`config.mk`:
```
export PLATFORM = sky130hd
export DESIGN_NAME = i2c_xfer_sched_flat
export DESIGN_NICKNAME = d
export VERILOG_FILES = /design/src/rtl/i2c_xfer_sched_if.sv /design/src/rtl/i2c_xfer_sched.sv /design/src/flat_wrapper.sv
export SDC_FILE = /design/constraint.sdc
export NUM_CORES = 1
export LEC_CHECK = 0
export ABC_AREA = 1
export CORE_AREA = 2 2 128 130
export DETAILED_ROUTE_END_ITERATION = 16
export DIE_AREA = 0 0 130 132
export PLACE_DENSITY = 0.55
export SYNTH_ARGS = -nofsm -noshare
export SYNTH_HDL_FRONTEND = slang
export SYNTH_SLANG_ARGS = --single-unit
```
`constraint.sdc`:
```
create_clock -name wb_clk_i -period 1.8 [get_ports wb_clk_i]
set_input_delay 0.36 -clock wb_clk_i [delete_from_list [all_inputs] [get_ports wb_clk_i]]
set_output_delay 0.36 -clock wb_clk_i [all_outputs]
set_load 0.1 [all_outputs]
```
`src/rtl/i2c_xfer_sched_if.sv`:
```
// Wishbone master bundle between the transfer scheduler and the I2C core.
// Signal names follow the scheduler's bus pin names.
interface i2c_xfer_sched_if;
    logic [2:0] m_adr_o;
    logic [7:0] m_dat_o;
    logic [7:0] m_dat_i;
    logic       m_we_o;
    logic       m_stb_o;
    logic       m_cyc_o;
    logic       m_ack_i;

    modport master (
        output m_adr_o, m_dat_o, m_we_o, m_stb_o, m_cyc_o,
        input  m_dat_i, m_ack_i
    );

    modport slave (
        input  m_adr_o, m_dat_o, m_we_o, m_stb_o, m_cyc_o,
        output m_dat_i, m_ack_i
    );
endinterface

```
`src/rtl/i2c_xfer_sched.sv`:
```
// Two-requester I2C register transfer scheduler driving a Wishbone
// I2C master core: init, round-robin grant, byte sequencing, status.
module i2c_xfer_sched #(
    parameter logic [15:0] PRESCALE = 16'h0063,
    parameter int          POLL_MAX = 1023
) (
    input  logic             wb_clk_i,
    input  logic             arst_i,
    i2c_xfer_sched_if.master wb,
    input  logic [1:0]       req_i,
    input  logic [1:0]       rnw_i,
    input  logic [13:0]      dev_i,
    input  logic [15:0]      reg_i,
    input  logic [15:0]      wdat_i,
    output logic [1:0]       done_o,
    output logic [3:0]       err_o,
    output logic [7:0]       rdat_o,
    output logic             busy_o
);
    localparam logic [3:0] S_INIT   = 4'd0;
    localparam logic [3:0] S_IDLE   = 4'd1;
    localparam logic [3:0] S_WR_TXR = 4'd2;
    localparam logic [3:0] S_WR_CR  = 4'd3;
    localparam logic [3:0] S_POLL   = 4'd4;
    localparam logic [3:0] S_CHECK  = 4'd5;
    localparam logic [3:0] S_STOP   = 4'd6;
    localparam logic [3:0] S_RD_RXR = 4'd7;
    localparam logic [3:0] S_DONE   = 4'd8;

    logic [3:0]  r_state;
    logic [1:0]  r_init;
    logic [1:0]  r_step;
    logic [15:0] r_poll;
    logic        r_sp;
    logic        r_gnt;
    logic        r_last;
    logic        r_rnw;
    logic [6:0]  r_dev;
    logic [7:0]  r_reg;
    logic [7:0]  r_wdat;
    logic [7:0]  r_rx;
    logic [7:0]  r_rdat;
    logic [1:0]  r_code;
    logic [3:0]  r_err;
    logic        r_al;
    logic        r_nack;
    logic        r_stb;
    logic        r_we;
    logic [2:0]  r_adr;
    logic [7:0]  r_dat;

    logic        w_ack;
    logic        w_gnt;
    logic        w_final;
    logic        w_tmo;
    logic [15:0] w_poll_nxt;
    logic [7:0]  w_txr;
    logic [7:0]  w_cr;
    logic        w_bus;
    logic        w_we;
    logic [2:0]  w_adr;
    logic [7:0]  w_dat;
    logic [3:0]  w_err;

    assign w_ack      = r_stb & wb.m_ack_i;
    assign w_poll_nxt = r_poll + 16'd1;
    assign w_tmo      = w_poll_nxt >= 16'(POLL_MAX);
    // Lone request wins; contention goes to whoever was not served last.
    assign w_gnt      = (&req_i) ? ~r_last : req_i[1];
    assign w_final    = r_rnw ? (r_step == 2'd3) : (r_step == 2'd2);

    always_comb begin
        w_txr = {r_dev, 1'b0};
        w_cr  = 8'h90;
        unique case (r_step)
            2'd1: begin
                w_txr = r_reg;
                w_cr  = 8'h10;
            end
            2'd2: begin
                w_txr = r_rnw ? {r_dev, 1'b1} : r_wdat;
                w_cr  = r_rnw ? 8'h90 : 8'h50;
            end
            2'd3: begin
                w_txr = 8'h00;
                w_cr  = 8'h68;
            end
            default: ;
        endcase
    end

    always_comb begin
        w_bus = 1'b1;
        w_we  = 1'b1;
        w_adr = 3'd4;
        w_dat = 8'h00;
        unique case (r_state)
            S_INIT: begin
                w_adr = {1'b0, r_init};
                w_dat = (r_init == 2'd0) ? PRESCALE[7:0] :
                        (r_init == 2'd1) ? PRESCALE[15:8] : 8'h80;
            end
            S_WR_TXR: begin
                w_adr = 3'd3;
                w_dat = w_txr;
            end
            S_WR_CR:  w_dat = w_cr;
            S_POLL:   w_we  = 1'b0;
            S_STOP: begin
                w_we  = ~r_sp;
                w_dat = 8'h40;
            end
            S_RD_RXR: begin
                w_adr = 3'd3;
                w_we  = 1'b0;
            end
            default:  w_bus = 1'b0;
        endcase
    end

    always_comb begin
        w_err = r_err;
        if (r_gnt) w_err[3:2] = r_code;
        else       w_err[1:0] = r_code;
    end

    assign wb.m_adr_o = r_adr;
    assign wb.m_dat_o = r_dat;
    assign wb.m_we_o  = r_we;
    assign wb.m_stb_o = r_stb;
    assign wb.m_cyc_o = r_stb;
    assign done_o     = (r_state == S_DONE) ? {r_gnt, ~r_gnt} : 2'b00;
    assign err_o      = (r_state == S_DONE) ? w_err : r_err;
    assign rdat_o     = (r_state == S_DONE) ? r_rx : r_rdat;
    assign busy_o     = arst_i & (r_state != S_IDLE);

    always_ff @(posedge wb_clk_i or negedge arst_i) begin
        if (!arst_i) begin
            r_state <= S_INIT;
            r_init  <= 2'd0;
            r_step  <= 2'd0;
            r_poll  <= 16'd0;
            r_sp    <= 1'b0;
            r_gnt   <= 1'b0;
            r_last  <= 1'b1;
            r_rnw   <= 1'b0;
            r_dev   <= 7'd0;
            r_reg   <= 8'd0;
            r_wdat  <= 8'd0;
            r_rx    <= 8'd0;
            r_rdat  <= 8'd0;
            r_code  <= 2'd0;
            r_err   <= 4'd0;
            r_al    <= 1'b0;
            r_nack  <= 1'b0;
            r_stb   <= 1'b0;
            r_we    <= 1'b0;
            r_adr   <= 3'd0;
            r_dat   <= 8'd0;
        end else begin
            // Each access launches one cycle after the previous ack drops stb.
            if (w_bus && !r_stb) begin
                r_stb <= 1'b1;
                r_adr <= w_adr;
                r_dat <= w_dat;
                r_we  <= w_we;
            end
            if (w_ack) r_stb <= 1'b0;

            unique case (r_state)
                S_INIT: if (w_ack) begin
                    r_init <= r_init + 2'd1;
                    if (r_init == 2'd2) begin
                        r_init  <= 2'd0;
                        r_state <= S_IDLE;
                    end
                end
                S_IDLE: if (|req_i) begin
                    r_gnt   <= w_gnt;
                    r_rnw   <= rnw_i[w_gnt];
                    r_dev   <= w_gnt ? dev_i[13:7] : dev_i[6:0];
                    r_reg   <= w_gnt ? reg_i[15:8] : reg_i[7:0];
                    r_wdat  <= w_gnt ? wdat_i[15:8] : wdat_i[7:0];
                    r_step  <= 2'd0;
                    r_code  <= 2'd0;
                    r_rx    <= 8'd0;
                    r_sp    <= 1'b0;
                    r_state <= S_WR_TXR;
                end
                S_WR_TXR: if (w_ack) r_state <= S_WR_CR;
                S_WR_CR: if (w_ack) begin
                    r_poll  <= 16'd0;
                    r_state <= S_POLL;
                end
                S_POLL: if (w_ack) begin
                    r_al   <= wb.m_dat_i[5];
                    r_nack <= wb.m_dat_i[7];
                    r_poll <= w_poll_nxt;
                    if (!wb.m_dat_i[1]) begin
                        r_state <= S_CHECK;
                    end else if (w_tmo) begin
                        r_code  <= 2'b11;
                        r_state <= S_STOP;
                    end
                end
                S_CHECK: begin
                    if (r_al) begin
                        r_code  <= 2'b10;
                        r_state <= S_DONE;
                    end else if (r_nack && !w_final) begin
                        r_code  <= 2'b01;
                        r_state <= S_STOP;
                    end else if (w_final) begin
                        r_state <= r_rnw ? S_RD_RXR : S_DONE;
                    end else begin
                        r_step  <= r_step + 2'd1;
                        // The read's final byte has no TXR load.
                        r_state <= (r_rnw && r_step == 2'd2) ? S_WR_CR : S_WR_TXR;
                    end
                end
                S_STOP: if (w_ack) begin
                    if (!r_sp) begin
                        r_sp   <= 1'b1;
                        r_poll <= 16'd0;
                    end else begin
                        r_poll <= w_poll_nxt;
                        if (!wb.m_dat_i[1] || w_tmo) r_state <= S_DONE;
                    end
                end
                S_RD_RXR: if (w_ack) begin
                    r_rx    <= wb.m_dat_i;
                    r_state <= S_DONE;
                end
                S_DONE: begin
                    if (r_gnt) r_err[3:2] <= r_code;
                    else       r_err[1:0] <= r_code;
                    r_rdat  <= r_rx;
                    r_last  <= r_gnt;
                    r_state <= S_IDLE;
                end
                default: r_state <= S_INIT;
            endcase
        end
    end
endmodule

```
`src/flat_wrapper.sv`:
```
// flat-port wrapper written by rule: the top's interface ports become plain ports
module i2c_xfer_sched_flat 
#(
    parameter logic [15:0] PRESCALE = 16'h0063,
    parameter int          POLL_MAX = 1023
)
  (wb_clk_i, arst_i, req_i, rnw_i, dev_i, reg_i, wdat_i, done_o, err_o, rdat_o, busy_o, wb_m_adr_o, wb_m_dat_o, wb_m_we_o, wb_m_stb_o, wb_m_cyc_o, wb_m_dat_i, wb_m_ack_i);
  i2c_xfer_sched_if wb_i ();
  input  logic wb_clk_i;
  input  logic arst_i;
  input  logic [1:0] req_i;
  input  logic [1:0] rnw_i;
  input  logic [13:0] dev_i;
  input  logic [15:0] reg_i;
  input  logic [15:0] wdat_i;
  output logic [1:0] done_o;
  output logic [3:0] err_o;
  output logic [7:0] rdat_o;
  output logic busy_o;
  output wire logic [$bits(wb_i.m_adr_o)-1:0] wb_m_adr_o;
  output wire logic [$bits(wb_i.m_dat_o)-1:0] wb_m_dat_o;
  output wire logic [$bits(wb_i.m_we_o)-1:0] wb_m_we_o;
  output wire logic [$bits(wb_i.m_stb_o)-1:0] wb_m_stb_o;
  output wire logic [$bits(wb_i.m_cyc_o)-1:0] wb_m_cyc_o;
  input wire logic [$bits(wb_i.m_dat_i)-1:0] wb_m_dat_i;
  input wire logic [$bits(wb_i.m_ack_i)-1:0] wb_m_ack_i;
  assign wb_m_adr_o = wb_i.m_adr_o;
  assign wb_m_dat_o = wb_i.m_dat_o;
  assign wb_m_we_o = wb_i.m_we_o;
  assign wb_m_stb_o = wb_i.m_stb_o;
  assign wb_m_cyc_o = wb_i.m_cyc_o;
  assign wb_i.m_dat_i = wb_m_dat_i;
  assign wb_i.m_ack_i = wb_m_ack_i;
  i2c_xfer_sched #(.PRESCALE(PRESCALE), .POLL_MAX(POLL_MAX)) u_core (.wb_clk_i(wb_clk_i), .arst_i(arst_i), .wb(wb_i), .req_i(req_i), .rnw_i(rnw_i), .dev_i(dev_i), .reg_i(reg_i), .wdat_i(wdat_i), .done_o(done_o), .err_o(err_o), .rdat_o(rdat_o), .busy_o(busy_o));
endmodule
```
==> results.txt, run 1 <==
Critical path launch point: u_core.r_state[1]. The number of input and output port buffers inserted is 89. Fraction of layout cells with a size suffix above 1: 0.312.

The sequential share of the synthesized area is 0.476, and the time the worst path needs with I/O delays and setup is 2.12 ns. Walking the worst path, the cells encountered are nor2_4, nand2_2, nor2_4, inv_4, nor2_4, nand2_2, o21a_4, buf_12. Data on the critical path is required at its endpoint by 1.44 ns. The mean post-synth cell area works out to 8.02 sq um. The logs give 0 for the total grt overflow and -0.18 ns for the register-to-register setup slack. The fraction of the cycle the final worst path needs is 1.18, and the number of global-route vias before repair is 4609. Share of synthesized registers carrying an async set or reset: 1.00. The number of nets with antenna violations after detailed routing is 0, and the sequential share of power is 0.277. The die is 130 um wide.

The number of enable-type register cells in the synthesized netlist is 0, and the setup slack of the critical path after layout is -0.323 ns. The critical path is of the reg2out type. The final hold violation count was 0.

The worst setup path is captured at an output port. In this run the number of H-tree levels came out at 3. For the wire length of the first global-routing pass, the log shows 22.2 mm.

The worst register-to-register path has a depth of 12. Once detailed placement completed, the half-perimeter wirelength came to 9.63 mm. After synthesis, the most frequently instantiated cells are sky130_fd_sc_hd__nand2_1 (127), sky130_fd_sc_hd__dfrtp_1 (87), sky130_fd_sc_hd__o21ai_0 (74). The logs give 9 for the TritonCTS buffer count and 0.00463 sq mm for the cell area after synthesis. The number of buffers and inverters on the critical path is 2. For this design the top-level I/O count stands at 90.

Static timing analysis puts the maximum clock frequency at 471 MHz. Synthesis instantiated 42 different standard cells from the library. Peak ir drop on the vdd network: 0.794 mV.

In this run, synthesis produced a sequential element count of 88. From synthesis to final layout, the design area changed by 59.8%. Overall global routing resource usage: 0.162. The clock input transition at the sequential cells of the worst setup and hold paths works out to 0.06 ns. The final cell utilization of the core is 0.471, and the post-layout instance area is 0.00739 sq mm.

The checks that failed: negative setup slack. Maximum fanout along the worst path: 5. The part of the power in the clock network came out at 0.150. Largest stage delay on the critical path: 0.42 ns. The total number of nets in the final design was 803; the net load switching power was 0.00558 W.

The tools report the number of detailed-routing iterations run before antenna repair as 4. Clock tree synthesis selected as its root buffer the cell sky130_fd_sc_hd__clkbuf_16. The path type of the worst min-delay path was in2async.

The number of cells produced by synthesis came out at 577. The number of warning messages in the yosys log was 0; the flip-flop count of the largest register, all copies and words added was 16. Setup repair after global routing could not meet its margin everywhere. The worst flop-to-flop path endpoint was u_core.r_state[0].

The cell type contributing the most total cell area after synthesis is sky130_fd_sc_hd__dfrtp_1. The top-area cell type share of the netlist area was 0.471; the cell-internal power was 0.00659 W. Register name with the most flops: u_core.r_poll.

The tools report the static leakage power as 3.19 nW. The run finished, with violations left. For this block, the via count after detailed routing is 4515. Startpoint class of the critical path: a flop. Routability-driven placement finished with a final weighted congestion of 0.883. The final-report max-slew violation count came out at 0. The relative max-transition margin was 0.682; the vertical die dimension was 132 um. The most numerous cell type found on the critical path is sky130_fd_sc_hd__nor2_4. The first routing iteration left 284 violations.

The repair_antennas step left the layout with diodes totalling 0. Summed over all layers, the routed wires come to 13.9 mm. The standard cell area after detailed placement was 0.00655 sq mm; the post-detailed-route wirelength per cell was 14.6 um.

The final worst clock skew is 0.0110 ns, and the fraction of power consumed by combinational cells is 0.573. For the pin with the worst max-slew slack, the measured transition is 0.478 ns. The vias per cell works out to 4.73. The die covers 0.0172 sq mm.

Buffers inserted to repair hold after CTS numbered 0. The run gives 646 as the net count after synthesis. TritonCTS built the clock tree.

Among all flip-flop cells after synthesis, the most frequent one is sky130_fd_sc_hd__dfrtp_1. The initial antenna violation count was 0; the net switching fraction of the power was 0.458. The largest delay contributor family on the critical path is simple AND/OR/NAND/NOR gates. The run gives 0.36 ns as the clock latency at the later pin of the worst-skew pair. The filler cells instantiated in the layout total 1494. The run gives 0.294 as the starting density of the core.

Yosys attributes the largest share of cell area to sky130_fd_sc_hd__dfrtp_1 (47%), sky130_fd_sc_hd__nand2_1 (10%), sky130_fd_sc_hd__o21ai_0 (8.0%). Total of max-cap violations: 0. At the worst endpoint, the arrival time is 1.76 ns.

Slowest stage cell on the critical path: sky130_fd_sc_hd__dfrtp_1. After detailed routing, the number of remaining DRC violations is 0. The cell row count came out at 46.

The pin count of the biggest net entering global routing came out at 89. sky130_fd_sc_hd__nand2_1 is the most common cell in the netlist. In this run the deepest clock path goes through 2 buffers.

Core footprint: 0.0157 sq mm. The count of final setup violators is 55, and the ratio of total power to cell area is 1650 mW/mm^2. Clock tree synthesis found a total of 88 sinks. In this run the critical register-to-register path is launched from u_core.r_state[1].
per-stage QoR:
| step | setup slack (ns) | setup TNS, ns | power (W) | instances | hold slack, ns |
|---|---|---|---|---|---|
| 6_report | -0.323 | -7.43 | 0.0122 | 954 | 0.0996 |
| 5_1_grt | -0.398 | -10.61 | 0.0129 | 954 | 0.149 |
| 4_1_cts | -0.327 | -4.37 | 0.0115 | 933 | 0.124 |
| 3_5_place_dp | -0.111 | -1.68 | 0.00936 | 910 | 0.463 |
| 3_3_place_gp | -0.0499 | -0.433 | 0.00925 | 910 | 0.463 |
| 2_1_floorplan | -0.418 | -4.24 | 0.00715 | 577 | 0.0644 |
how the worst max path moves through the flow:
stage	end	slack [ns]	depth (start not counted)
4_1_cts	err_o[1]	-0.33	8
3_5_place_dp	u_core.r_reg[5]	-0.11	8
6_report	err_o[1]	-0.32	8
5_1_grt	err_o[1]	-0.40	8
2_1_floorplan	err_o[0]	-0.42	6
3_3_place_gp	u_core.r_state[0]	-0.05	8
cells by family after synthesis:
family / after synthesis / synth area share
and+or+nand+nor: 249 / 0.243
AOI/OAI and AO/OA: 135 / 0.173
buffers and inverters: 93 / 0.0779
DFF: 88 / 0.476
adders and majority gates: 8 / 0.0216
xor gates and xnor gates: 3 / 0.00568
muxes: 1 / 0.00243
final cells by class:
type,count,area (sq um),area share
Clock buffer,11,233,0.0315
Sequential cell,88,2210,0.299
Multi-Input combinational cell,396,2470,0.334
Timing Repair Buffer,157,1820,0.246
Timing Repair inverter,4,36.3,0.00491
Tap cell,216,270,0.0366
Clock inverter,4,47.5,0.00643
Inverter,78,309,0.0418
power groups by stage:
stage | Sequential, W | Clock, W | Combinational, W
after floorplan | 0.00400 | 0 | 0.00314
after global routing | 0.00346 | 0.00195 | 0.00748
after global placement | 0.00331 | 0 | 0.00594
final | 0.00337 | 0.00183 | 0.00697
after CTS | 0.00334 | 0.00187 | 0.00630
after detailed placement | 0.00332 | 0 | 0.00604
per-layer routing:
metal | GRT usage | part of all wire
met1 | 0.205 | 0.44
met5 | 0 | 0
met2 | 0.265 | 0.49
met4 | 0.0562 | 0.027
met3 | 0.0434 | 0.043
worst reg2reg max path: cells and delay by family (launching register included):
kind,cells,cell delay [ns]
AOI/OAI and AO/OA,1,0.40
buffers and inverters,5,0.61
and+or+nand+nor,6,0.47
DFF,1,0.41
repair_timing:
action / CTS / global route
setup buffers: 8 / 16
gates resized for setup: 31 / 102
gates cloned: 0 / 6
pin swaps: 16 / 37
setup endpoints to repair: 46 / 71
layout by cell type (no fill, tap or decap), types with 5 or more instances in the layout:
master,instances
sky130_fd_sc_hd__inv_2,9
sky130_fd_sc_hd__buf_4,50
sky130_fd_sc_hd__buf_6,13
sky130_fd_sc_hd__o22ai_1,29
sky130_fd_sc_hd__buf_12,34
sky130_fd_sc_hd__o21ai_1,26
sky130_fd_sc_hd__a22oi_1,5
sky130_fd_sc_hd__nor2_1,38
sky130_fd_sc_hd__nor2_2,10
sky130_fd_sc_hd__dfrtp_2,5
sky130_fd_sc_hd__o21ai_0,42
sky130_fd_sc_hd__dfrtp_1,82
sky130_fd_sc_hd__nand2_2,25
sky130_fd_sc_hd__nand2_1,103
sky130_fd_sc_hd__o21ai_4,11
sky130_fd_sc_hd__nand3_2,9
sky130_fd_sc_hd__clkdlybuf4s50_1,59
sky130_fd_sc_hd__nor2_4,13
sky130_fd_sc_hd__nand4_1,8
sky130_fd_sc_hd__nand3_1,28
sky130_fd_sc_hd__clkbuf_16,10
sky130_fd_sc_hd__inv_1,65
Power figures use the tool's default switching activity.
==> inputs of run 2 (changes only) <==
--- a/config.mk
+++ b/config.mk
@@ -9,7 +9,7 @@
 export CORE_AREA = 2 2 128 130
 export DETAILED_ROUTE_END_ITERATION = 16
 export DIE_AREA = 0 0 130 132
-export PLACE_DENSITY = 0.55
+export PLACE_DENSITY_LB_ADDON = 0.3
 export SYNTH_ARGS = -nofsm -noshare
 export SYNTH_HDL_FRONTEND = slang
 export SYNTH_SLANG_ARGS = --single-unit
==> results.txt, run 2 (synthesis results as in run 1) <==
The flow ran to the end, but the final reports show violations. The final reports fail on negative setup slack. The tools report the number of global-route vias before repair as 4722 (+2.5%).

The fraction of power consumed by combinational cells came out at 0.562 (-0.011). Kind of critical path: reg2out. The root buffer cell chosen for the clock tree is sky130_fd_sc_hd__clkbuf_16. The TritonCTS buffer count was 9 (unchanged); the count of hold buffers inserted by post-cts repair was 0 (unchanged).

The post-detailed-route wirelength per cell was 14.2 um (-2.7%); the clock latency at the later pin of the worst-skew pair was 0.35 ns (about the same). The number of nets with antenna violations after detailed routing is 0 (unchanged), and the growth of design area from synthesis to finish is 56.7%. The count of final setup violators is 19 (-65%).

The tools report the cell-internal power as 0.00640 W (-2.9%). Number of non-filler instances in the completed layout: 951 (-0.31%). The overall power of the completed layout came out at 0.0118 W (-3.0%).

The setup slack of the critical path after layout came out at -0.320 ns (+0.00264 ns). For the peak ir drop on the vdd network, the log shows 0.865 mV (+8.9%). Fraction of the cycle the final worst path needs: 1.18 (-0.00147). Fraction of layout cells with a size suffix above 1: 0.284 (-0.0273).

Wire length after detailed routing: 13.5 mm (-3.0%). The tools report the total grt overflow as 0 (unchanged). Setup repair after global routing could not meet its margin everywhere. The tools report the H-tree depth as 3 (unchanged).

The I/O pin count is 90 (unchanged). The layout filler cell count was 1501 (+0.47%); the part of the power in the clock network was 0.155 (+0.005). The number of buffers on the longest clock path came out at 2 (unchanged). Total of max-cap violations: 0 (unchanged). The flip-flop count of the largest register, all copies and words added works out to 16 (unchanged). The net switching fraction of the power is 0.458 (about the same), and the core footprint is 0.0157 sq mm (unchanged). The initial antenna violation count came out at 0 (unchanged). The residual DRC count was 0 (unchanged); the die footprint was 0.0172 sq mm (unchanged). The final hold violation count was 0 (unchanged); the clock input transition at the sequential cells of the worst setup and hold paths was 0.06 ns (about the same). The maximum fanout along the worst path was 6 (+1). The static leakage power is 3.17 nW (-0.86%), and the vias per cell is 4.77 (+0.89%). For the half-perimeter wire length after placement, the log shows 9.80 mm (+1.8%).

For the number of detailed-routing iterations run before antenna repair, the log shows 5 (+1). TritonCTS built the clock tree. The most common cell after layout, fill and taps aside was sky130_fd_sc_hd__nand2_1. The run gives 4541 (+0.58%) as the total via count in the routed design.

For the signal arrival time at the worst endpoint, the log shows 1.76 ns (about the same). The final antenna diode count came out at 0 (unchanged). The path class of the tightest hold or removal check is in2async. The wire length of the first global-routing pass is 22.0 mm (-0.68%), and the vertical die dimension is 132 um (unchanged).

The number of clock sinks is 88 (unchanged), and the cell row count is 46 (unchanged). The logs give 0.161 (-0.00110) for the overall global routing resource usage and 0 (unchanged) for the final-report max-slew violation count. The tools report the routability-driven placement congestion ratio as 0.900 (+1.9%). The logs give 0.678 (-0.00401) for the relative max-transition margin and 0.294 (unchanged) for the starting density of the core.

Total number of nets in the final design: 799 (-0.50%). The register with the most flip-flops in the final layout is u_core.r_poll. The final total negative setup slack is -4.35 ns (+3.08 ns), and the horizontal die dimension is 130 um (unchanged). Kind of end point of the critical path: an output port.

For the fmax, the log shows 472 MHz (+0.12%). The count of routing violations after the opening detailed-route iteration is 190 (-33%). For the final worst clock skew, the log shows 0.00670 ns (-0.00434 ns). The number of placed cells counting well taps was 918 (+0.88%).

The slew of the pin with the lowest slew margin came out at 0.484 ns (+0.00601 ns). The time the worst path needs with I/O delays and setup came out at 2.12 ns (-0.00264 ns). The tools report the required arrival time at the worst endpoint as 1.44 ns (about the same). The number of input and output port buffers inserted was 89 (unchanged). The library cells used most frequently in the layout, excluding fill and tap cells, are sky130_fd_sc_hd__nand2_1 (115), sky130_fd_sc_hd__dfrtp_1 (82), sky130_fd_sc_hd__inv_1 (66). For the net load switching power, the log shows 0.00541 W (-3.0%).

The run gives 0.283 (+0.006) as the sequential share of power. The ratio of total power to cell area was 1630 mW/mm^2 (-1.0%). The worst setup path is launched from a flop. For the pin count of the biggest net entering global routing, the log shows 89 (unchanged).
==> run 2: changes by cell type in the layout (fill, tap and decap cells not counted), sizes merged <==
cell,previous run,this run
clkinv,3,2
clkinvlp,3,4
buf,97,95
inv,79,78
==> run 2: path summary, 6_finish.rpt <==
check | from | to | slack [ns] | cells after the start
min | arst_i | u_core.r_poll[4] | 0.06 | 2
max reg2reg | u_core.r_poll[1] | u_core.r_state[1] | -0.03 | 9
max in group asynchronous | arst_i | u_core.r_state[0] | 1.33 | 2
min in group wb_clk_i | u_core.r_last | u_core.r_last | 0.47 | 2
min reg2reg | u_core.r_last | u_core.r_last | 0.47 | 2
max | u_core.r_state[0] | err_o[2] | -0.32 | 7
==> run 2: area by class of cell <==
class                      instances  area (sq um)  share of cell area
clock buffer                      12           267              0.0368
clock inverter                     4          27.5             0.00380
inverter                          78           315              0.0435
multi-input combinational        396          2400               0.331
sequential                        88          2210               0.305
tap                              216           270              0.0373
timing repair buffer             154          1740               0.240
timing repair inverter             3          17.5             0.00242
==> run 2: power groups by stage <==
stage | Clock (W) | Combinational [W] | Sequential (W)
floorplan | 0 | 0.00314 | 0.00400
global placement | 0 | 0.00600 | 0.00331
detailed placement | 0 | 0.00611 | 0.00333
CTS | 0.00187 | 0.00634 | 0.00334
global route | 0.00195 | 0.00714 | 0.00345
finish | 0.00183 | 0.00664 | 0.00334
==> run 2: metrics by stage <==
step,instance area [sq um],hold slack [ns],util,setup slack [ns]
6_report,7250,0.0596,0.461,-0.320
5_1_grt,7250,0.101,0.461,-0.390
4_1_cts,7070,0.106,0.450,-0.309
3_5_place_dp,6610,0.465,0.421,-0.0770
3_3_place_gp,6610,0.464,0.421,-0.0479
2_1_floorplan,4790,0.0644,-,-0.418
==> run 2: layer usage <==
metal | wire, um | vias up | GRT usage
met1 | 5590 | 2162 | 0.193
met4 | 444 | 0 | 0.0639
li1 | - | 2226 | -
met3 | 665 | 30 | 0.0495
met5 | 0 | - | 0
met2 | 6790 | 123 | 0.266
==> run 2: what timing repair did <==
action                     CTS  global route
pin swaps                   17            21
gates cloned                 0             3
buffers inserted             6             8
gates resized for setup     34            38
setup endpoints to repair   52            78
==> run 2: worst max-delay path, stage by stage, from the launching register on <==
cell and delay, ns:
sky130_fd_sc_hd__dfrtp_2 0.43, sky130_fd_sc_hd__nor2_4 0.13, sky130_fd_sc_hd__nand2_2 0.09, sky130_fd_sc_hd__nor2_4 0.15, sky130_fd_sc_hd__buf_4 0.15, sky130_fd_sc_hd__nand2_4 0.08
sky130_fd_sc_hd__o21ai_4 0.19, sky130_fd_sc_hd__buf_12 0.20
==> inputs of run 3 (changes only) <==
--- a/config.mk
+++ b/config.mk
@@ -10,6 +10,7 @@
 export DETAILED_ROUTE_END_ITERATION = 16
 export DIE_AREA = 0 0 130 132
 export PLACE_DENSITY_LB_ADDON = 0.3
+export RECOVER_POWER = 50
 export SYNTH_ARGS = -nofsm -noshare
 export SYNTH_HDL_FRONTEND = slang
 export SYNTH_SLANG_ARGS = --single-unit
==> results.txt, run 3 (synthesis results as in run 1) <==
The run gives 88 (unchanged) as the number of clock sinks. The time the worst path needs with I/O delays and setup works out to 2.13 ns (+0.0124 ns). The flow ran to the end, but the final reports show violations. The maximum fanout along the worst path was 6 (unchanged). The post-detailed-route wirelength per cell was 14.3 um (+0.46%). The net switching fraction of the power came out at 0.459 (+0.000866). The clock input transition at the sequential cells of the worst setup and hold paths is 0.06 ns (about the same), and the required arrival time at the worst endpoint is 1.44 ns (about the same). Fraction of power consumed by combinational cells: 0.561 (about the same). For the number of placed cells counting well taps, the log shows 918 (unchanged). The run gives 0.00661 sq mm (unchanged) as the standard cell area after detailed placement.

For the count of hold buffers inserted by post-cts repair, the log shows 0 (unchanged). The number of global-route vias before repair is 4722 (unchanged). The number of non-filler instances in the completed layout is 951 (unchanged), and the final-report max-slew violation count is 0 (unchanged).

The run gives 90 (unchanged) as the I/O pin count. The core footprint is 0.0157 sq mm (unchanged). The wire length after detailed routing was 13.6 mm (+0.46%). The routability-driven placement congestion ratio was 0.900 (unchanged).

For the count of routing violations after the opening detailed-route iteration, the log shows 193 (+1.6%). The horizontal die dimension was 130 um (unchanged); the cell row count was 46 (unchanged). The most common cell after layout, fill and taps aside is sky130_fd_sc_hd__nand2_1. The min-delay analysis places its worst path in the category reg2reg. The tools report the relative max-transition margin as 0.195 (-0.482). The fraction of the cycle the final worst path needs is 1.18 (+0.00686).

The total number of nets in the final design is 799 (unchanged). The ratio of total power to cell area was 1630 mW/mm^2 (+0.31%); the pin count of the biggest net entering global routing was 89 (unchanged). The wire length of the first global-routing pass came out at 22.0 mm (unchanged).

The vias per cell is 4.76 (-0.22%). In the layout the commonest cells are sky130_fd_sc_hd__nand2_1 (115), sky130_fd_sc_hd__dfrtp_1 (82), sky130_fd_sc_hd__inv_1 (66). The post-layout instance area came out at 0.00723 sq mm (-0.22%). The slew of the pin with the lowest slew margin works out to 1.21 ns (+0.724 ns). TritonCTS built the clock tree. In this design, the critical path's most frequently occurring cell is sky130_fd_sc_hd__nor2_4.

The static leakage power is 3.16 nW (-0.27%), and the fmax is 469 MHz (-0.58%). The total of max-cap violations was 0 (unchanged). The half-perimeter wire length after placement is 9.80 mm (unchanged), and the flip-flop count of the largest register, all copies and words added is 16 (unchanged). The tools report the signal arrival time at the worst endpoint as 1.77 ns (about the same). The tools report the count of final setup violators as 19 (unchanged). Counting flops per register, the top entry is u_core.r_poll. The cell-internal power was 0.00639 W (about the same). Setup repair after global routing could not meet its margin everywhere. The worst path buffer plus inverter count came out at 2 (unchanged). The checks that failed: negative setup slack. The growth of design area from synthesis to finish is 56.4%, and the final antenna diode count is 0 (unchanged). The tools report the startpoint class of the critical path as a flop. For the final hold violation count, the log shows 0 (unchanged).

The overall global routing resource usage was 0.161 (unchanged). The run gives 0.294 (unchanged) as the starting density of the core. In this run the clock root is driven by a sky130_fd_sc_hd__clkbuf_16. The largest delay contributor family on the critical path is simple AND/OR/NAND/NOR gates. The die footprint is 0.0172 sq mm (unchanged), and the largest stage delay on the critical path is 0.43 ns (about the same). The clock latency at the later pin of the worst-skew pair was 0.35 ns (about the same); the number of input and output port buffers inserted was 89 (unchanged). The H-tree depth is 3 (unchanged), and the final worst clock skew is 0.00666 ns (-0.0000400 ns).

Sequential share of power: 0.283 (about the same). The peak ir drop on the vdd network was 0.865 mV (about the same). The part of the power in the clock network is 0.156 (about the same), and the number of buffers on the longest clock path is 2 (unchanged). For the initial antenna violation count, the log shows 0 (unchanged). The run gives 0 (unchanged) as the number of nets with antenna violations after detailed routing.

The kind of critical path is reg2out. The setup slack of the critical path after layout was -0.333 ns (-0.0124 ns); the vertical die dimension was 132 um (unchanged). The slowest stage cell on the critical path is sky130_fd_sc_hd__dfrtp_2. Kind of end point of the critical path: an output port. The tools report the net load switching power as 0.00543 W (+0.27%). The total via count in the routed design was 4531 (-0.22%). The fraction of layout cells with a size suffix above 1 was 0.283 (-0.00136); the final total negative setup slack was -4.55 ns (-0.202 ns). The run gives 0 (unchanged) as the total grt overflow. The logs give 5 (unchanged) for the number of detailed-routing iterations run before antenna repair and 0 (unchanged) for the residual DRC count. Traced cell by cell, the critical path runs through nor2_4, nand2_2, nor2_4, buf_4, nand2_4, o21ai_4, buf_12.

For the TritonCTS buffer count, the log shows 9 (unchanged).
==> run 3: cell types whose count changed in the layout (fill, tap and decap cells not counted) <==
| cell | previous run | this run |
|---|---|---|
| sky130_fd_sc_hd__clkbuf_1 | 0 | 1 |
| sky130_fd_sc_hd__clkbuf_4 | 0 | 1 |
| sky130_fd_sc_hd__buf_4 | 58 | 57 |
| sky130_fd_sc_hd__buf_12 | 34 | 33 |
==> run 3: final timing paths <==
| path | startpoint | to | slack, ns | depth (start not counted) |
|---|---|---|---|---|
| max | u_core.r_state[0] | err_o[2] | -0.33 | 7 |
| min | u_core.r_last | u_core.r_last | 0.47 | 2 |
| max reg2reg | u_core.r_poll[1] | u_core.r_state[2] | -0.04 | 9 |
| min reg2reg | u_core.r_last | u_core.r_last | 0.47 | 2 |
| max in group asynchronous | arst_i | u_core.r_state[0] | 0.46 | 2 |
| min in group asynchronous | arst_i | u_core.r_poll[4] | 0.48 | 2 |
==> run 3: routing by layer <==
| layer | vias to the layer above | part of all wire | global-route usage |
|---|---|---|---|
| li1 | 2226 | - | - |
| met1 | 2159 | 0.42 | 0.193 |
| met2 | 113 | 0.50 | 0.266 |
| met3 | 33 | 0.046 | 0.0495 |
| met4 | 0 | 0.036 | 0.0639 |
| met5 | - | 0 | 0 |
==> run 3: cell type report <==
| class | count | area [sq um] |
|---|---|---|
| clock inverters | 4 | 27.5 |
| multi-input cells | 396 | 2400 |
| repair buffers | 154 | 1720 |
| well taps | 216 | 270 |
| inverters | 78 | 315 |
| clock buffers | 12 | 267 |
| flip-flops and latches | 88 | 2210 |
| fillers | 1502 | 8480 |
| repair inverters | 3 | 17.5 |
==> run 3: repair_timing <==
action,in CTS,in global routing
resized for setup,34,38
endpoints found under the hold margin,0,0
setup buffers,6,8
gates cloned,0,3
setup endpoints to repair,52,78
pin swaps,17,21
==> run 3: power by group through the flow <==
stage	clock [W]	sequential, W	combinational, W
6_report	0.00184	0.00334	0.00664
5_1_grt	0.00195	0.00345	0.00714
4_1_cts	0.00187	0.00334	0.00634
3_5_place_dp	0	0.00333	0.00611
3_3_place_gp	0	0.00331	0.00600
2_1_floorplan	0	0.00400	0.00314
==> run 3: worst register-to-register path: cells and delay by family (launching register included) <==
kind	cells	cell delay, ns
and+or+nand+nor	7	0.88
DFF	1	0.44
adders and majority gates	1	0.21
xor gates and xnor gates	1	0.20
==> run 3: per-stage QoR <==
step           utilization  hold slack, ns  total power, W  setup WS [ns]
2_1_floorplan            -          0.0644         0.00715         -0.418
3_3_place_gp         0.421           0.464         0.00931        -0.0479
3_5_place_dp         0.421           0.465         0.00944        -0.0770
4_1_cts              0.450           0.106          0.0115         -0.309
5_1_grt              0.460           0.500          0.0125         -0.390
6_report             0.460           0.471          0.0118         -0.333
